`src/rtl/mod_pkg.sv`:
```
// Shared definitions for the modulo scheduler.
//   WIDTH_DEFAULT : default operand/result width in bits
//   state_e       : scheduler FSM states (idle, iterating, result held)
package mod_pkg;

    localparam int unsigned WIDTH_DEFAULT = 16;

    typedef enum logic [1:0] {
        StIdle = 2'd0,
        StRun  = 2'd1,
        StDone = 2'd2
    } state_e;

endpackage

```
`src/rtl/mod_step.sv`:
```
// One restoring shift-subtract step of an unsigned divider (purely combinational).
// Ports:
//   rem_in       : partial remainder before the step (WIDTH+1 bits)
//   divisor      : divisor B
//   dividend_bit : next dividend bit, MSB first
//   rem_out      : partial remainder after the step
//   quo_bit      : quotient bit produced by this step
module mod_step #(
    parameter int unsigned WIDTH = 16
) (
    input  logic [WIDTH:0]   rem_in,
    input  logic [WIDTH-1:0] divisor,
    input  logic             dividend_bit,
    output logic [WIDTH:0]   rem_out,
    output logic             quo_bit
);

    logic [WIDTH:0] shifted;
    logic [WIDTH:0] diff;
    // The remainder is always below the divisor, so its top bit is never set on entry.
    logic           unused_msb;

    assign unused_msb = rem_in[WIDTH];

    always_comb begin
        shifted = {rem_in[WIDTH-1:0], dividend_bit};
        diff    = shifted - {1'b0, divisor};
        quo_bit = (shifted >= {1'b0, divisor});
        rem_out = quo_bit ? diff : shifted;
    end

endmodule

```
`src/rtl/mod_scheduler.sv`:
```
// Two-requester scheduler around one shared iterative A mod B datapath.
// Optional feature: define MOD_SCHED_QUOTIENT_EN to add the quotient register and port Heres.
// Ports:
//   Clock, Reset              : rising-edge clock, synchronous active-high reset
//   Kerkesa<n>_valid/_ready   : request handshake of requester n (ready only on grant)
//   Hyrja1_<n>, Hyrja2_<n>    : dividend A and divisor B of requester n
//   Dalja, Dalja_id           : remainder and owning requester index
//   Dalja_valid, Dalja_ready  : result handshake
//   Gabim                     : divide-by-zero flag, qualified by Dalja_valid
//   Heres                     : quotient (only with MOD_SCHED_QUOTIENT_EN)
module mod_scheduler
    import mod_pkg::*;
#(
    parameter int unsigned WIDTH = WIDTH_DEFAULT
) (
    input  logic             Clock,
    input  logic             Reset,
    input  logic             Kerkesa0_valid,
    input  logic             Kerkesa1_valid,
    output logic             Kerkesa0_ready,
    output logic             Kerkesa1_ready,
    input  logic [WIDTH-1:0] Hyrja1_0,
    input  logic [WIDTH-1:0] Hyrja2_0,
    input  logic [WIDTH-1:0] Hyrja1_1,
    input  logic [WIDTH-1:0] Hyrja2_1,
    output logic [WIDTH-1:0] Dalja,
    output logic             Dalja_id,
    output logic             Dalja_valid,
    input  logic             Dalja_ready,
    output logic             Gabim
`ifdef MOD_SCHED_QUOTIENT_EN
    ,
    output logic [WIDTH-1:0] Heres
`endif
);

    localparam logic [WIDTH-1:0] LastStep = WIDTH'(WIDTH - 1);

    state_e           state_q, state_d;
    logic             ptr_q;
    logic             id_q;
    logic [WIDTH-1:0] a_q;
    logic [WIDTH-1:0] b_q;
    logic [WIDTH:0]   rem_q;
    logic [WIDTH-1:0] cnt_q;
    logic [WIDTH-1:0] dalja_q;
    logic             gabim_q;
`ifdef MOD_SCHED_QUOTIENT_EN
    logic [WIDTH-1:0] quo_q;
`endif

    logic             any_req;
    logic             grant_id;
    logic [WIDTH-1:0] sel_a;
    logic [WIDTH-1:0] sel_b;
    logic [WIDTH:0]   rem_next;
    logic             quo_bit;

    mod_step #(
        .WIDTH(WIDTH)
    ) u_step (
        .rem_in      (rem_q),
        .divisor     (b_q),
        .dividend_bit(a_q[WIDTH-1]),
        .rem_out     (rem_next),
        .quo_bit     (quo_bit)
    );

    always_ff @(posedge Clock) begin
        if (Reset) begin
            state_q <= StIdle;
        end else begin
            state_q <= state_d;
        end
    end

    always_comb begin
        state_d        = state_q;
        Kerkesa0_ready = 1'b0;
        Kerkesa1_ready = 1'b0;
        any_req        = Kerkesa0_valid | Kerkesa1_valid;
        // The pointer only breaks ties; a lone requester always wins.
        grant_id       = (Kerkesa0_valid & Kerkesa1_valid) ? ptr_q : Kerkesa1_valid;
        sel_a          = grant_id ? Hyrja1_1 : Hyrja1_0;
        sel_b          = grant_id ? Hyrja2_1 : Hyrja2_0;
        unique case (state_q)
            StIdle: begin
                if (any_req) begin
                    Kerkesa0_ready = ~grant_id;
                    Kerkesa1_ready = grant_id;
                    state_d        = (sel_b == '0) ? StDone : StRun;
                end
            end
            StRun: begin
                if (cnt_q == LastStep) begin
                    state_d = StDone;
                end
            end
            StDone: begin
                if (Dalja_ready) begin
                    state_d = StIdle;
                end
            end
            default: state_d = StIdle;
        endcase
    end

    always_ff @(posedge Clock) begin
        if (Reset) begin
            ptr_q   <= 1'b0;
            id_q    <= 1'b0;
            a_q     <= '0;
            b_q     <= '0;
            rem_q   <= '0;
            cnt_q   <= '0;
            dalja_q <= '0;
            gabim_q <= 1'b0;
`ifdef MOD_SCHED_QUOTIENT_EN
            quo_q   <= '0;
`endif
        end else begin
            unique case (state_q)
                StIdle: begin
                    if (any_req) begin
                        ptr_q <= ~grant_id;
                        id_q  <= grant_id;
                        a_q   <= sel_a;
                        b_q   <= sel_b;
                        rem_q <= '0;
                        cnt_q <= '0;
                        // Division by zero skips the iteration and reports A unchanged.
                        if (sel_b == '0) begin
                            dalja_q <= sel_a;
                            gabim_q <= 1'b1;
`ifdef MOD_SCHED_QUOTIENT_EN
                            quo_q   <= '1;
`endif
                        end else begin
                            gabim_q <= 1'b0;
`ifdef MOD_SCHED_QUOTIENT_EN
                            quo_q   <= '0;
`endif
                        end
                    end
                end
                StRun: begin
                    rem_q <= rem_next;
                    a_q   <= {a_q[WIDTH-2:0], 1'b0};
                    cnt_q <= cnt_q + 1'b1;
`ifdef MOD_SCHED_QUOTIENT_EN
                    quo_q <= {quo_q[WIDTH-2:0], quo_bit};
`endif
                    if (cnt_q == LastStep) begin
                        dalja_q <= rem_next[WIDTH-1:0];
                    end
                end
                default: ;
            endcase
        end
    end

`ifndef MOD_SCHED_QUOTIENT_EN
    logic unused_quo_bit;
    assign unused_quo_bit = quo_bit;
`endif

    assign Dalja       = dalja_q;
    assign Dalja_id    = id_q;
    assign Dalja_valid = (state_q == StDone);
    assign Gabim       = gabim_q;
`ifdef MOD_SCHED_QUOTIENT_EN
    assign Heres       = quo_q;
`endif

endmodule

```
`config.mk`:
```
export PLATFORM = sky130hd
export DESIGN_NAME = mod_scheduler
export DESIGN_NICKNAME = d
export VERILOG_FILES = /design/src/rtl/mod_pkg.sv /design/src/rtl/mod_step.sv /design/src/rtl/mod_scheduler.sv
export SDC_FILE = /design/constraint.sdc
export NUM_CORES = 1
export LEC_CHECK = 0
export ABC_AREA = 1
export CORE_ASPECT_RATIO = 0.5
export CORE_UTILIZATION = 54
export DETAILED_ROUTE_END_ITERATION = 10
export GPL_TIMING_DRIVEN = 0
export PLACE_DENSITY_LB_ADDON = 0.2
export SLEW_MARGIN = 20
export SYNTH_ARGS = -nofsm -noshare
export SYNTH_HDL_FRONTEND = slang
export SYNTH_SLANG_ARGS = --single-unit
```
`constraint.sdc`:
```
create_clock -name Clock -period 2.2 [get_ports Clock]
set_input_delay 0.33 -clock Clock [delete_from_list [all_inputs] [get_ports Clock]]
set_output_delay 0.33 -clock Clock [all_outputs]
set_load 0.03 [all_outputs]
```
==> metrics <==
leakage power=0.003370 µW; number of remaining DRC errors=0; cell area after placement=0.006520 mm²; Die X=144.3 µm; Synth Net Count=995; largest net degree at the start of global routing=16; power density over cell area=1044 mW/mm²; Mapped Avg Cell Area=6.025 µm²; clk sinks=85; max_slew headroom=58.66%; period utilization=97.01%; Final Skew=0.007923 ns; count of pins over their slew limit=0; GPL Wtd Cong=0.9614; Antenna Cells=0; multi-input logic area=0.003357 mm²; share of layout cells above drive strength 1=11.01%; fin cells=1152; DRT iter0 DRCs=580; DP Wirelength=12450 µm; worst skew pair latency=0.35 ns; total negative slack=0 ns; Slew @ Worst Pin=0.6200 ns; status=finished clean; Clock transition at path regs=0.07 ns; Core Footprint=0.009634 mm²; area grow syn2layout=31.79%; Final Critical Period=2.134 ns; Data arrival, critical path=2.42 ns; die area=0.01056 mm²; CTS Buf Count=9; routed length per instance=14.62 µm; vias in the first global route=5385; Mapped Area=0.005470 mm²; HP Class=input pin to register; CTS Root Buffer Type=clkbuf_16; Initial Utilization=56.78%; Critical Path Most Common Cell=nor2_1; GRT Total Usage=31.58%; Post-synth ARST share=0%; Design Area, Final=0.007209 mm²; FP Rows=25; IO Port Bufs=88; Yosys cell types=36; Die Y=73.17 µm; register bit total from synthesis=85; vias=6257; DRT Pass-1 Iters=5; vias per cell=5.431; placed cells=1131; CP required=2.49 ns; CTS tree=yes; Synthesis Warnings=0; post-synthesis sequential area ratio=31.11%; CP max FO=4; fillers=811; CP max-delay cell=fa_2; r2r setup slk=0.07 ns; Peak VDD IR=0.5641 mV; Final Hold Viols=0; Max Fclk=0.4685 GHz; commonest non-fill, non-tap cell in the layout=nand2_1; initial antenna violation count=0; Routed Antenna Nets=0; Worst setup EP type=register; Util after Layout=74.83%; dominant synthesized flop cell=dfxtp_1; EDFF count, synth=0; CP max stage delay=0.44 ns; cts hold-fix bufs=0; Overflow after GRT=0; H-tree Lvls=3; fin nets=1099; # setup viols final=0; type of origin of the critical path=register; critical path type=register to register; CTS max path bufs=2; highest-count cells in the layout ignoring fill and taps=nand2_1 (218), inv_1 (136), nor2_1 (123); first-pass GRT wire length=25440 µm; Post-Syn Instances=908; FF+latch area=0.001709 mm²; max cap viols=0; CP cell instances=inv_2, ha_1, inv_2, fa_2, nand3_1, nand3_2, nand3_2, nand4_1, nand2_1, nor2_1, nor2_1, nor2_1, nor2_1; drt total wl=16850 µm; I/O Pins=90
## metrics by stage
stage / setup WS [ns] / total power, µW / hold slack [ns]
after floorplan: 0.2772 / 4288 / 0.4569
after global placement: -0.7597 / 5109 / 0.4548
after detailed placement: -0.7572 / 5171 / 0.4693
after CTS: 0.01505 / 6999 / 0.4643
after global routing: -0.04824 / 7975 / 0.4998
final: 0.06574 / 7527 / 0.4515
## synth_stat cells, types with 2 or more instances
library cell | n | area, µm²
nand2_1 | 227 | 852.1
nand3b_1 | 3 | 22.52
nand4_1 | 9 | 56.30
xnor2_1 | 5 | 43.79
nand3_1 | 74 | 370.4
nor3_1 | 5 | 25.02
a21oi_1 | 65 | 325.3
nor2_1 | 130 | 488.0
nor2_2 | 2 | 12.51
buf_2 | 10 | 50.05
nand2_4 | 4 | 45.04
buf_6 | 3 | 33.78
o211ai_1 | 2 | 15.01
inv_2 | 3 | 11.26
and2_1 | 3 | 18.77
dfxtp_1 | 85 | 1702
a21oi_2 | 2 | 17.52
ha_1 | 17 | 212.7
inv_1 | 138 | 518.0
o21ai_0 | 70 | 350.3
a221oi_1 | 5 | 43.79
clkbuf_1 | 19 | 71.32
nand2_2 | 12 | 75.07
buf_1 | 3 | 11.26
## cell type report
type / instances / area share (%)
Tap cell: 135 / 2.343
Multi-Input combinational cell: 645 / 46.56
Timing Repair Buffer: 94 / 12.74
Sequential cell: 85 / 23.71
Inverter: 142 / 7.393
Clock buffer: 10 / 3.176
Clock inverter: 6 / 1.302
Buffer: 35 / 2.777
## per-layer routing
layer / global-route usage (%) / share of wire, %
met5: 0 / 0
met2: 50.00 / 43
met4: 9.357 / 2.0
met1: 43.76 / 45
met3: 5.971 / 10
## where the power goes
part	internal [µW]	total (µW)	switching, µW
Combinational	1500	3920	2410
Clock	1010	1680	672
Sequential	1760	1930	172
Total	4270	7530	3260
## flip-flops by register name, indices dropped and copies added (netlist names)
register / cells
ptr_q: 1
a_q: 16
state_q: 2
cnt_q: 16
rem_q: 16
Dalja_id: 1
Gabim: 1
Dalja: 16
b_q: 16
## path summary, 6_finish.rpt
path,startpoint,to,cells past startpoint
worst min register to register,Dalja_id$_SDFFE_PP0P_,Dalja_id$_SDFFE_PP0P_,2
worst min-delay path,Kerkesa1_valid,b_q[8]$_SDFFE_PP0P_,5
worst max-delay path,a_q[15]$_SDFFE_PP0P_,Dalja[12]$_SDFFE_PP0P_,13
worst max register to register,a_q[15]$_SDFFE_PP0P_,Dalja[12]$_SDFFE_PP0P_,13
## worst max-delay path: cells and delay by family, from the launching register on
family / cells / cell delay (ns)
buffers and inverters: 2 / 0.13
AND/OR/NAND/NOR: 9 / 1.06
adder cells (fa/ha/maj): 2 / 0.59
flip-flops: 1 / 0.31
## kinds of logic (layout without fill, tap and decap cells)
kind of cell / count (synthesis) / count (layout) / share of synthesized area (%)
simple gates: 471 / 471 / 36.16
buf+inv: 178 / 287 / 12.92
compound gates: 150 / 150 / 14.59
flops: 85 / 85 / 31.11
fa+ha+maj: 18 / 18 / 4.254
xor+xnor: 6 / 6 / 0.9607
## timing repair
| action | CTS | global route |
|---|---|---|
| cloned | 0 | 0 |
| endpoints found under the hold margin | 0 | 0 |
| setup endpoints to repair | 24 | 33 |
| gates resized for setup | 29 | 51 |
| pin swaps | 1 | 12 |
| buffers inserted | 1 | 5 |
Power figures use the tool's default switching activity.
